<file path="config.mk">
export PLATFORM = sky130hd
export DESIGN_NAME = caravel_uart_wb
export DESIGN_NICKNAME = d
export VERILOG_FILES = /design/src/rtl/caravel_uart_pkg.sv /design/src/rtl/uart_bit_engine.sv /design/src/rtl/caravel_uart_wb.sv
export SDC_FILE = /design/constraint.sdc
export NUM_CORES = 1
export LEC_CHECK = 0
export BUFFER_PORTS_ARGS = -buffer_cell sky130_fd_sc_hd__buf_2
export CORE_MARGIN = 1.5
export CORE_UTILIZATION = 55
export CTS_BUF_LIST = sky130_fd_sc_hd__clkbuf_16
export DETAILED_ROUTE_END_ITERATION = 16
export PLACE_DENSITY = 0.76
export SYNTH_ARGS = -nofsm -noshare
export SYNTH_HDL_FRONTEND = slang
export SYNTH_HIERARCHICAL = 1
export SYNTH_SLANG_ARGS = --single-unit
</file>
<file path="constraint.sdc">
create_clock -name clock -period 8.1 [get_ports clock]
set_input_delay 1.62 -clock clock [delete_from_list [all_inputs] [get_ports clock]]
set_output_delay 1.62 -clock clock [all_outputs]
set_load 0.02 [all_outputs]
</file>
<file path="src/rtl/caravel_uart_pkg.sv">
// Shared definitions for the Caravel Wishbone UART: register offsets,
// STATUS bit positions, the frame FSM encoding and the divisor floor.
package caravel_uart_pkg;

  localparam logic [3:0] OFF_TXDATA = 4'h0;
  localparam logic [3:0] OFF_RXDATA = 4'h4;
  localparam logic [3:0] OFF_STATUS = 4'h8;
  localparam logic [3:0] OFF_BAUD   = 4'hC;
  localparam logic [7:0] OFF_IE     = 8'h10;

  localparam int ST_TX_BUSY    = 0;
  localparam int ST_RX_VALID   = 1;
  localparam int ST_RX_OVERRUN = 2;
  localparam int ST_FRAME_ERR  = 3;

  localparam logic [23:0] MIN_DIV = 24'd4;

  typedef enum logic [1:0] {IDLE, START, DATA, STOP} uart_state_t;

endpackage

</file>
<file path="src/rtl/uart_bit_engine.sv">
// Frame sequencer shared by TX and RX: divisor counter, bit counter and the
// IDLE->START->DATA(x8)->STOP state. tick marks the last cycle of each bit.
module uart_bit_engine
  import caravel_uart_pkg::*;
#(
  parameter bit HALF_START = 1'b0
) (
  input  logic        clock,
  input  logic        resetb,
  input  logic        go,
  input  logic        abort,
  input  logic [23:0] div,
  output uart_state_t state,
  output logic [2:0]  bit_idx,
  output logic        tick
);

  logic [23:0] cnt;
  logic [23:0] per;

  assign tick = (state != IDLE) && (cnt == per - 24'd1);

  // Period is latched per bit so a divisor change lands on a bit boundary;
  // the receiver's first period is half a bit to reach the start-bit centre.
  always_ff @(posedge clock) begin
    if (!resetb) begin
      state   <= IDLE;
      cnt     <= '0;
      per     <= '0;
      bit_idx <= '0;
    end else if (state == IDLE) begin
      cnt     <= '0;
      bit_idx <= '0;
      if (go) begin
        state <= START;
        per   <= HALF_START ? {1'b0, div[23:1]} : div;
      end
    end else if (tick) begin
      cnt <= '0;
      per <= div;
      case (state)
        START: state <= abort ? IDLE : DATA;
        DATA: begin
          bit_idx <= bit_idx + 3'd1;
          if (bit_idx == 3'd7) state <= STOP;
        end
        default: state <= IDLE;
      endcase
    end else begin
      cnt <= cnt + 24'd1;
    end
  end

endmodule

</file>
<file path="src/rtl/caravel_uart_wb.sv">
// Wishbone slave 8N1 UART for the Caravel user area. Defining UART_IRQ_EN adds
// irq_o and the IE register at offset 0x10.
module caravel_uart_wb
  import caravel_uart_pkg::*;
#(
  parameter logic [23:0] BAUD_DIV_RST = 24'd434,
  parameter logic [31:0] ADDR_BASE    = 32'h3000_0000
) (
  input  logic        clock,
  input  logic        resetb,
  input  logic        wbs_cyc_i,
  input  logic        wbs_stb_i,
  input  logic        wbs_we_i,
  input  logic [3:0]  wbs_sel_i,
  input  logic [31:0] wbs_adr_i,
  input  logic [31:0] wbs_dat_i,
  output logic        wbs_ack_o,
  output logic [31:0] wbs_dat_o,
  input  logic        uart_rx_i,
  output logic        uart_tx_o,
  output logic [1:0]  uart_oeb_o
`ifdef UART_IRQ_EN
  ,
  output logic        irq_o
`endif
);

  function automatic logic [23:0] clamp_div(input logic [23:0] d);
    return (d < MIN_DIV) ? MIN_DIV : d;
  endfunction

  function automatic logic [23:0] baud_merge(input logic [23:0] cur,
                                             input logic [31:0] d,
                                             input logic [3:0]  s);
    logic [23:0] m;
    m = cur;
    for (int i = 0; i < 3; i++)
      if (s[i]) m[8*i +: 8] = d[8*i +: 8];
    return clamp_div(m);
  endfunction

  logic        wb_hold, req, rd, wr, blk_hit;
  logic [3:0]  off;
  logic [31:0] rdata;
  logic [23:0] baud_div;
  logic [7:0]  tx_shift, rx_shift, rx_data;
  logic        rx_valid, rx_overrun, frame_err;
  logic        rx_meta, rx_s, rx_prev;
  logic        tx_go, tx_busy, tx_tick, rx_tick, rx_done, rx_rd, st_rd;
  logic [2:0]  tx_bit, rx_bit;
  uart_state_t tx_state, rx_state;
  logic        unused_bits;

  assign unused_bits = ^{wbs_sel_i[3], wbs_dat_i[31:24], rx_bit};
  assign uart_oeb_o  = 2'b01;

  // wb_hold blocks a second ack while the same strobe is still held.
  assign req     = wbs_cyc_i & wbs_stb_i & ~wb_hold;
  assign rd      = req & ~wbs_we_i;
  assign wr      = req & wbs_we_i;
  assign blk_hit = (wbs_adr_i[31:4] == ADDR_BASE[31:4]);
  assign off     = wbs_adr_i[3:0];

  assign tx_busy = (tx_state != IDLE);
  assign tx_go   = wr & blk_hit & (off == OFF_TXDATA) & wbs_sel_i[0] & ~tx_busy;
  assign rx_rd   = rd & blk_hit & (off == OFF_RXDATA);
  assign st_rd   = rd & blk_hit & (off == OFF_STATUS);
  assign rx_done = rx_tick & (rx_state == STOP);

`ifdef UART_IRQ_EN
  localparam logic [27:0] IE_BLK = ADDR_BASE[31:4] + {24'd0, OFF_IE[7:4]};
  logic       ie_hit, tx_done;
  logic [1:0] ie;

  assign ie_hit = (wbs_adr_i[31:4] == IE_BLK) && (off == OFF_IE[3:0]);
  assign irq_o  = (ie[0] & rx_valid) | (ie[1] & tx_done);

  always_ff @(posedge clock) begin
    if (!resetb) begin
      ie      <= '0;
      tx_done <= 1'b0;
    end else begin
      if (wr & ie_hit & wbs_sel_i[0]) ie <= wbs_dat_i[1:0];
      if (tx_tick && tx_state == STOP) tx_done <= 1'b1;
      else if (st_rd)                  tx_done <= 1'b0;
    end
  end
`endif

  always_comb begin
    rdata = '0;
    if (blk_hit) begin
      case (off)
        OFF_RXDATA: rdata[7:0] = rx_data;
        OFF_STATUS: begin
          rdata[ST_TX_BUSY]    = tx_busy;
          rdata[ST_RX_VALID]   = rx_valid;
          rdata[ST_RX_OVERRUN] = rx_overrun;
          rdata[ST_FRAME_ERR]  = frame_err;
        end
        OFF_BAUD: rdata[23:0] = baud_div;
        default: ;
      endcase
    end
`ifdef UART_IRQ_EN
    if (ie_hit) rdata[1:0] = ie;
`endif
  end

  // Bus response and register side effects land together with the ack.
  always_ff @(posedge clock) begin
    if (!resetb) begin
      wb_hold    <= 1'b0;
      wbs_ack_o  <= 1'b0;
      wbs_dat_o  <= '0;
      baud_div   <= BAUD_DIV_RST;
      rx_data    <= '0;
      rx_valid   <= 1'b0;
      rx_overrun <= 1'b0;
      frame_err  <= 1'b0;
      rx_meta    <= 1'b1;
      rx_s       <= 1'b1;
      rx_prev    <= 1'b1;
    end else begin
      wb_hold   <= wbs_cyc_i & wbs_stb_i;
      wbs_ack_o <= req;
      wbs_dat_o <= rd ? rdata : '0;
      rx_meta   <= uart_rx_i;
      rx_s      <= rx_meta;
      rx_prev   <= rx_s;
      if (wr && blk_hit && off == OFF_BAUD)
        baud_div <= baud_merge(baud_div, wbs_dat_i, wbs_sel_i);
      // A byte completing alongside an RXDATA read wins over the clear.
      if (rx_done) begin
        rx_data  <= rx_shift;
        rx_valid <= 1'b1;
      end else if (rx_rd) begin
        rx_valid <= 1'b0;
      end
      if (rx_done && rx_valid && !rx_rd) rx_overrun <= 1'b1;
      else if (st_rd)                    rx_overrun <= 1'b0;
      if (rx_done && !rx_s) frame_err <= 1'b1;
      else if (st_rd)       frame_err <= 1'b0;
    end
  end

  always_ff @(posedge clock) begin
    if (tx_go) tx_shift <= wbs_dat_i[7:0];
    if (rx_tick && rx_state == DATA) rx_shift <= {rx_s, rx_shift[7:1]};
  end

  always_comb begin
    case (tx_state)
      START:   uart_tx_o = 1'b0;
      DATA:    uart_tx_o = tx_shift[tx_bit];
      default: uart_tx_o = 1'b1;
    endcase
  end

  uart_bit_engine #(.HALF_START(1'b0)) u_tx_engine (
    .clock   (clock),
    .resetb  (resetb),
    .go      (tx_go),
    .abort   (1'b0),
    .div     (baud_div),
    .state   (tx_state),
    .bit_idx (tx_bit),
    .tick    (tx_tick)
  );

  uart_bit_engine #(.HALF_START(1'b1)) u_rx_engine (
    .clock   (clock),
    .resetb  (resetb),
    .go      (rx_prev & ~rx_s),
    .abort   (rx_s),
    .div     (baud_div),
    .state   (rx_state),
    .bit_idx (rx_bit),
    .tick    (rx_tick)
  );

endmodule

</file>
; ---- After elaboration in Yosys (flattened, before gate mapping)
; Cells that the tools add are included.
[word_totals]
ff_bits = 194
inputBits = 74
out_inout_bits = 36
[op_classes]
addsub = 6
n_lt_le_gt_ge = 2
n_eq_ne = 17
muxes = 37
bitwise = 18
n_reduce_logical = 32
[op_table]
columns = op, count
row1 = $mux 24, 7
row2 = $mux 8, 9
row3 = $add 24x1->24 const B, 2
row4 = $eq 24x24->1, 2
row5 = $sub 24x1->24 const B, 2
row6 = $eq 28x26->1 const B, 1
row7 = $lt 24x3->1 const B, 1
row8 = $mux 2, 9
row9 = $reduce_bool 2->1, 7
row10 = $and 1x1->1, 13
row11 = $pmux 4 s3, 1
row12 = $reduce_and 3->1, 3
row13 = $eq 4x4->1 const B, 2
row14 = $logic_and 1x1->1, 8
row15 = $pmux 2 s2, 2
row16 = $pmux 4 s2, 1
row17 = $reduce_and 2->1, 4
row18 = $add 3x1->3 const B, 2
row19 = $eq 2x2->1 const B, 3
row20 = $eq 3x3->1 const B, 2
row21 = $mux 1, 6
row22 = $ne 3x1->1 const B, 2
row23 = $reduce_or 3->1, 2
row24 = $not 1->1, 5
row25 = other kinds (12), 16

; ---- Depth between registers and ports, before layout
; Gate-level depths: netlist of the first run.
[depth]
depth_word = 9
depth_mapped = 14
ltp_nobuf = 12

; ---- Modules after synthesis
; Netlist of the first run, hierarchy kept.
[by_module_without_submodules]
columns = mod, n_inst, cells_each, area_per_inst_um2, seq_area_each_um2
row1 = uart_bit_engine (u_rx_engine), 1, 410, 3445.8, 1061.0
row2 = caravel_uart_wb, 1, 312, 3134.3, 1761.7
row3 = uart_bit_engine (u_tx_engine), 1, 374, 3103.0, 1061.0

; ---- Worst setup path after synthesis of the first run
; OpenSTA, ideal clock, no wires.
[synth_path]
path_kind = input port to flip-flop
start = input port wbs_adr_i[15]
end = register u_tx_engine.per[5]
setup_ns = 0.069
t_arrival_ns = 3.529
required_ns = 8.031
setup_slack_ns = 4.502
cell_stages = 11
path_cell_list = nor4_1 > nand4_1 > or2_1 > clkbuf_1 > nor2_1 > nand2_1 > o31ai_4 > buf_6 > buf_6 > nand3_1 > o21ai_1
[synth_via]
elab_chain_cells = 7
[synth_rtl]
columns = item, line
row1 = from (decl), caravel_uart_wb.sv:15  ; input logic [31:0] wbs_adr_i,
row2 = $eq 28x26->1, caravel_uart_wb.sv:61  ; assign blk_hit = (wbs_adr_i[31:4] == ADDR_BASE[31:4]);
row3 = $and 1x1->1 (4 in series), caravel_uart_wb.sv:65  ; assign tx_go = wr & blk_hit & (off == OFF_TXDATA) & wbs_sel_i[0] & ~tx_busy;
row4 = via tx_go, caravel_uart_wb.sv:49  ; logic tx_go, tx_busy, tx_tick, rx_tick, rx_done, rx_rd, st_rd;
row5 = $ne 2x2->1 (no line), --
row6 = $reduce_and 2->1 (no line), --
row7 = to (signal assigned), uart_bit_engine.sv:36  ; per <= HALF_START ? {1'b0, div[23:1]} : div;
row8 = to (signal assigned), uart_bit_engine.sv:40  ; per <= div;
row9 = to (decl), uart_bit_engine.sv:19  ; logic [23:0] per;
; The timed path passes the listed nets, and every way through them passes these cells.
; A chain may end at the register's enable or synchronous reset.

; ---- Final worst setup path of the first run
[layout_path]
start = register u_rx_engine.per[2]
end = register rx_shift[2], enable pin
[layout_via]
elab_chain_cells = 4
[layout_rtl]
columns = item, line
row1 = from (decl), uart_bit_engine.sv:19
row2 = from (signal assigned), uart_bit_engine.sv:36
row3 = from (signal assigned), uart_bit_engine.sv:40
row4 = $sub 24x1->24, uart_bit_engine.sv:21  ; assign tick = (state != IDLE) && (cnt == per - 24'd1);
row5 = $eq 24x24->1, uart_bit_engine.sv:21
row6 = $logic_and 1x1->1, uart_bit_engine.sv:21
row7 = via rx_tick, caravel_uart_wb.sv:49
row8 = $logic_and 1x1->1, caravel_uart_wb.sv:149  ; if (rx_tick && rx_state == DATA) rx_shift <= {rx_s, rx_shift[7:1]};
row9 = to (signal assigned), caravel_uart_wb.sv:149
row10 = to (decl), caravel_uart_wb.sv:46  ; logic [7:0] tx_shift, rx_shift, rx_data;
; The timed path passes the listed nets, and every way through them passes these cells.

==> results of run 1 <==
==> routing by layer <==
layer | up-vias | routed length (um) | track usage
li1 | 3985 | - | -
met1 | 3632 | 9610 | 0.313
met2 | 207 | 10400 | 0.395
met4 | 0 | 689 | 0.0950
met3 | 44 | 992 | 0.0546
met5 | - | 0 | 0
==> through the flow <==
step	utilization	power [mW]	cell area, um^2
3_3_place_gp	0.588	1.12	10100
3_5_place_dp	0.588	1.13	10100
4_1_cts	0.623	1.95	10700
6_report	0.623	1.94	10700
5_1_grt	0.623	2.01	10700
2_1_floorplan	-	1.09	9720
==> cell usage in the layout (no fill, tap or decap), types with 8 or more instances in the layout <==
master / count
nand4_1: 19
and2_1: 21
buf_2: 90
nand3_1: 69
mux2_2: 24
nor2_1: 94
buf_4: 8
edfxtp_1: 16
mux2i_1: 32
inv_1: 30
xor2_1: 52
nor4_1: 26
o21ai_1: 22
nand2_1: 97
xnor2_1: 55
dfxtp_1: 170
ha_1: 14
clkbuf_16: 18
a21oi_1: 64
conb_1: 11
o21ai_0: 45
nor3_1: 15
and3_1: 14
or4_1: 11
or3_1: 13
==> power by group <==
part           internal, mW  switching (mW)
clock network         0.473           0.358
logic                0.0690          0.0889
registers             0.935          0.0160
==> critical path, delay by kind of cell (launching register included) <==
kind / cells / cell delay, ps
and+or+nand+nor: 8 / 3210
DFF: 1 / 400
AOI/OAI and AO/OA: 1 / 180
==> cells by family after synthesis <==
| group | share of synthesized area |
|---|---|
| and+or+nand+nor | 0.241 |
| xor gates and xnor gates | 0.0968 |
| muxes | 0.0656 |
| buffers and inverters | 0.0503 |
| AOI/OAI and AO/OA | 0.126 |
| DFF | 0.401 |
| adders and majority gates | 0.0181 |
| other | 0.000776 |
==> state kept, by name, summed over array words and instances, names as in the netlist, 2 cells and up <==
name,cells
rx_data,8
tx_shift,8
wbs_dat_o,24
rx_shift,8
u_tx_engine/state,2
u_rx_engine/bit_idx,3
u_rx_engine/per,24
u_tx_engine/bit_idx,3
u_tx_engine/cnt,24
baud_div,24
u_rx_engine/cnt,24
u_rx_engine/state,2
u_tx_engine/per,24
==> final cells by class <==
| class | instances | area share |
|---|---|---|
| well taps | 225 | 0.0262 |
| inverters | 29 | 0.0101 |
| clock buffers | 18 | 0.0420 |
| repair buffers | 98 | 0.0476 |
| multi-input cells | 820 | 0.499 |
| clock inverters | 14 | 0.0133 |
| flip-flops and latches | 186 | 0.362 |
==> final timing paths <==
| path | cells after the start | start | end | slack (ps) |
|---|---|---|---|---|
| worst min-delay path | 1 | rx_meta$_SDFF_PN1_ | rx_s$_SDFF_PN1_ | 420 |
| worst max-delay path | 9 | u_rx_engine/per[2]$_SDFFE_PN0P_ | rx_shift[2]$_DFFE_PP_ | 3930 |
| worst min register to register | 1 | rx_meta$_SDFF_PN1_ | rx_s$_SDFF_PN1_ | 420 |
| worst max register to register | 9 | u_rx_engine/per[2]$_SDFFE_PN0P_ | rx_shift[2]$_DFFE_PP_ | 3930 |
==> results.py, run 1 <==
metrics = {
    "routing": {
        "routed_wl_mm": 21.7,
        "avgRoutedWirePerCell_um": 15.6,
        "count_of_routing_violations_after_the_opening_detailed_route_iteration": 593,
        "antenna_violating_nets_left": 0,
        "avgViaCountPerCell": 5.66,
        "dr_total_vias": 7868,
        "drt-pass1-iter-count": 5,
        "drc_errors": 0,
    },
    "grt": {
        "antenna_found_initial": 0,
        "grt_util_all_layers": 0.243,
        "grt_pass1_wl_mm": 35.4,
        "first_global_vias": 7260,
        "globalRoute.totalOverflow": 0,
        "maximum_number_of_pins_on_one_net_before_global_route_repair": 91,
    },
    "cts": {
        "clock_latency_ps": 430,
        "cts.clk_slew.worst_paths_ps": 70,
        "h_tree_lvls": 4,
        "post-cts-setup-buffers": 0,
        "postCtsHoldBufs": 0,
        "cts-resized-gates": 0,
        "clock_tree.buffer_depth": 2,
        "clockRootBuffer": "clkbuf_16",
        "numClockSinks": 186,
        "tritoncts": "done",
        "tritoncts.num_buffers": 17,
    },
    "timing": {
        "rsz0062_at_grt": "false",
        "final-setup-viol-count": 0,
        "fmax_ghz": 0.240,
        "layout_setup_ws_ps": 3930,
        "timing.final.crit_share": 0.514,
        "fin_worst_hold_slack_ps": 417,
        "relSlewSlack": 0.322,
        "fin_worst_skew_ps": 9.06,
        "timing_max_transition_violations_final": 0,
        "final_min_period_ps": 4170,
        "hold_viol": 0,
        "tightest_slew_ps": 1020,
        "setup-tns-final_ps": 0,
    },
    "pwr": {
        "power.density_nw_per_um2": 181,
        "total_leakage_power_nw": 4.01,
        "irDropWorstVdd_mv": 0.178,
    },
    "place": {
        "post-place-cells": 1358,
        "pre_cts_ws_ps": 3590,
        "buffers_on_ports": 90,
        "dp_hpwl_mm": 15.6,
        "final_wtd_congestion": 0.901,
    },
    "yosys": {
        "synth_top_area_cell": "dfxtp_1",
        "ys_types": 80,
        "synth_flop_cell": "dfxtp_1",
        "synth_most_common_cell": "dfxtp_1",
        "synthesis.instances": 1096,
        "yosysWarningCount": 6,
        "synthesis.area_per_instance_um2": 8.83,
        "seq_area_frac_synth": 0.401,
        "synth.area.top_cells": "dfxtp_1 (35%), xnor2_1 (5.0%), edfxtp_1 (5.0%), xor2_1 (4.7%), nand2_1 (3.8%)",
        "synth_top_cell_area_share": 0.351,
        "number_of_enable_type_register_cells_in_the_synthesized_netlist": 16,
        "synthTopCellsByCount": "dfxtp_1 (170), nand2_1 (97), nor2_1 (94)",
        "synth.cell_area_um2": 9680,
        "async_flop_share": 0,
        "yosys_register_bits": 186,
    },
    "critical_path": {
        "cp_slowest_stage_delay_ps": 760,
        "critical_path.cell_chain": "nor4_1 > nand4_1 > or3_1 > nor3_1 > o221ai_1 > or4b_1 > nor2_1 > nand2_1 > nor2_1",
        "slowest_stage": "or4b_1",
        "path_max_fanout": 9,
        "critical_path.endpoint_type": "register",
        "crit_path_start_kind": "register",
        "critical_path.most_common_cell": "nor2_1",
        "worstSetupPathType": "register to register",
        "cp_data_arrival_time_ps": 4230,
        "timing.critical_path.required_ps": 8160,
    },
    "final_layout": {
        "layout.filler_cells": 1447,
        "final_net_count": 1240,
        "multi_input_area_um2": 5350,
        "seqCellArea_um2": 3880,
        "stdcell_count": 1390,
        "areaGrowthSynthToFinish_pct": 10.8,
        "antenna-diode-count": 0,
        "post_route_cells_drive_above_1_share": 0.155,
    },
    "floorplanning": {
        "die_w_um": 136,
        "initial_utilization": 0.562,
        "fp.coreArea_um2": 17200,
        "die_area_um2": 18400,
        "die_span_y_um": 136,
        "top_level_ports": 110,
        "fp-row-count": 48,
    },
    "hold_path": {
        "hold_class": "register to register",
    },
    "flow_run": {
        "timing.max_cap.violations": 0,
    },
    "status": {
        "outcome": "finished, final reports clean",
    },
}
No activity file was read; power rests on OpenSTA's default activity.
==> inputs of run 2 (changes only) <==
Clock period 8.1 ns to 4.05 ns, I/O delays scaled along.
==> results.py, run 2 (synthesis results as in run 1) <==
metrics = {
    "status": {
        "outcome": "finished, final reports clean",
    },
    "cts": {
        "numClockSinks": 186,
        "cts.clk_slew.worst_paths_ps": 70,
        "cts-resized-gates": 0,
        "clockRootBuffer": "clkbuf_16",
        "tritoncts": "done",
        "clock_latency_ps": 430,
        "h_tree_lvls": 4,
        "tritoncts.num_buffers": 17,
        "clock_tree.buffer_depth": 2,
        "postCtsHoldBufs": 0,
        "post-cts-setup-buffers": 0,
    },
    "critical_path": {
        "crit_path_start_kind": "register",
        "timing.critical_path.required_ps": 4390,
        "timing.reg2reg.setup_slack_ps": 300,
        "worstSetupPathType": "register to register",
        "critical_path.endpoint_type": "register",
        "path_max_fanout": 10,
        "cp_data_arrival_time_ps": 4090,
    },
    "pwr": {
        "irDropWorstVdd_mv": 0.313,
        "total_power_mw": 3.70,
        "total_leakage_power_nw": 4.02,
        "power.density_nw_per_um2": 345,
    },
    "timing": {
        "fin_worst_hold_slack_ps": 411,
        "layout_setup_ws_ps": 303,
        "final_min_period_ps": 3750,
        "final-setup-viol-count": 0,
        "fin_worst_skew_ps": 9.45,
        "fmax_ghz": 0.267,
        "rsz0062_at_grt": "false",
        "setup-tns-final_ps": 0,
        "relSlewSlack": 0.428,
        "tightest_slew_ps": 851,
        "hold_viol": 0,
        "timing.final.crit_share": 0.925,
        "timing_max_transition_violations_final": 0,
    },
    "routing": {
        "dr_total_vias": 8077,
        "avgViaCountPerCell": 5.78,
        "routed_wl_mm": 21.9,
        "drt-pass1-iter-count": 5,
        "count_of_routing_violations_after_the_opening_detailed_route_iteration": 574,
        "avgRoutedWirePerCell_um": 15.6,
        "antenna_violating_nets_left": 0,
        "drc_errors": 0,
    },
    "floorplanning": {
        "top_level_ports": 110,
        "fp.coreArea_um2": 17200,
        "initial_utilization": 0.562,
        "fp-row-count": 48,
        "die_span_y_um": 136,
        "die_area_um2": 18400,
        "die_w_um": 136,
    },
    "final_layout": {
        "layout_commonest_cell": "dfxtp_1",
        "antenna-diode-count": 0,
        "layout.cells.most_common_list": "dfxtp_1 (170), nand2_1 (97), nor2_1 (94)",
        "final_util": 0.622,
        "post_route_cells_drive_above_1_share": 0.160,
        "final_net_count": 1247,
        "areaGrowthSynthToFinish_pct": 10.8,
    },
    "flow_run": {
        "timing.max_cap.violations": 0,
    },
    "place": {
        "final_wtd_congestion": 0.908,
        "dp_hpwl_mm": 15.9,
        "pre_cts_ws_ps": 350,
        "buffers_on_ports": 90,
    },
    "grt": {
        "first_global_vias": 7679,
        "grt_util_all_layers": 0.248,
        "antenna_found_initial": 0,
        "grt_pass1_wl_mm": 36.7,
        "globalRoute.totalOverflow": 0,
        "maximum_number_of_pins_on_one_net_before_global_route_repair": 52,
    },
    "hold_path": {
        "hold_class": "register to register",
    },
}
-- run 2: cell count changes in the layout (fill, tap and decap cells not counted), moves of 2 or more --
cell       delta
buf_4         +6
inv_1         +3
bufinv_16     -2
clkinv_4      -2
-- run 2: final cells by class --
type,instances,area [um^2]
sequential,186,3880
clock buffer,17,425
timing repair buffer,105,576
multi-input combinational,820,5370
fill,1475,6510
inverter,29,109
clock inverter,15,88.8
tap,225,282
-- run 2: critical path: stages (launching register included) --
cell and delay [ps]:
dfxtp_1 410, nor4_2 470, nand4_1 370, or3_1 460, nor3_1 240, o221ai_1 170
or4b_1 620, nor2_1 240, nand3_1 350, o31ai_1 330
-- run 2: power by group --
group	internal [mW]	switching (mW)
clock	0.774	0.698
combinational	0.144	0.185
sequential	1.87	0.0313
-- run 2: path summary, 6_finish.rpt --
kind | end | depth (start not counted) | start
setup reg to reg | rx_overrun$_SDFFE_PN0P_ | 9 | u_rx_engine/per[5]$_SDFFE_PN0P_
hold / removal | rx_s$_SDFF_PN1_ | 1 | rx_meta$_SDFF_PN1_
hold reg to reg | rx_s$_SDFF_PN1_ | 1 | rx_meta$_SDFF_PN1_
setup / recovery | rx_overrun$_SDFFE_PN0P_ | 9 | u_rx_engine/per[5]$_SDFFE_PN0P_
-- run 2: metrics by stage --
stage | area [um^2] | std cells
finish | 10700 | 1397
global route | 10700 | 1397
CTS | 10700 | 1397
detailed placement | 10200 | 1365
global placement | 10200 | 1365
floorplan | 9720 | 1105
-- run 2: per-layer routing --
metal  GRT usage  up-vias  share of wire
met3      0.0471       55          0.040
met1       0.315     3837           0.44
met4       0.102        0          0.028
li1            -     4006              -
met2       0.413      179           0.49
met5           0        -              0
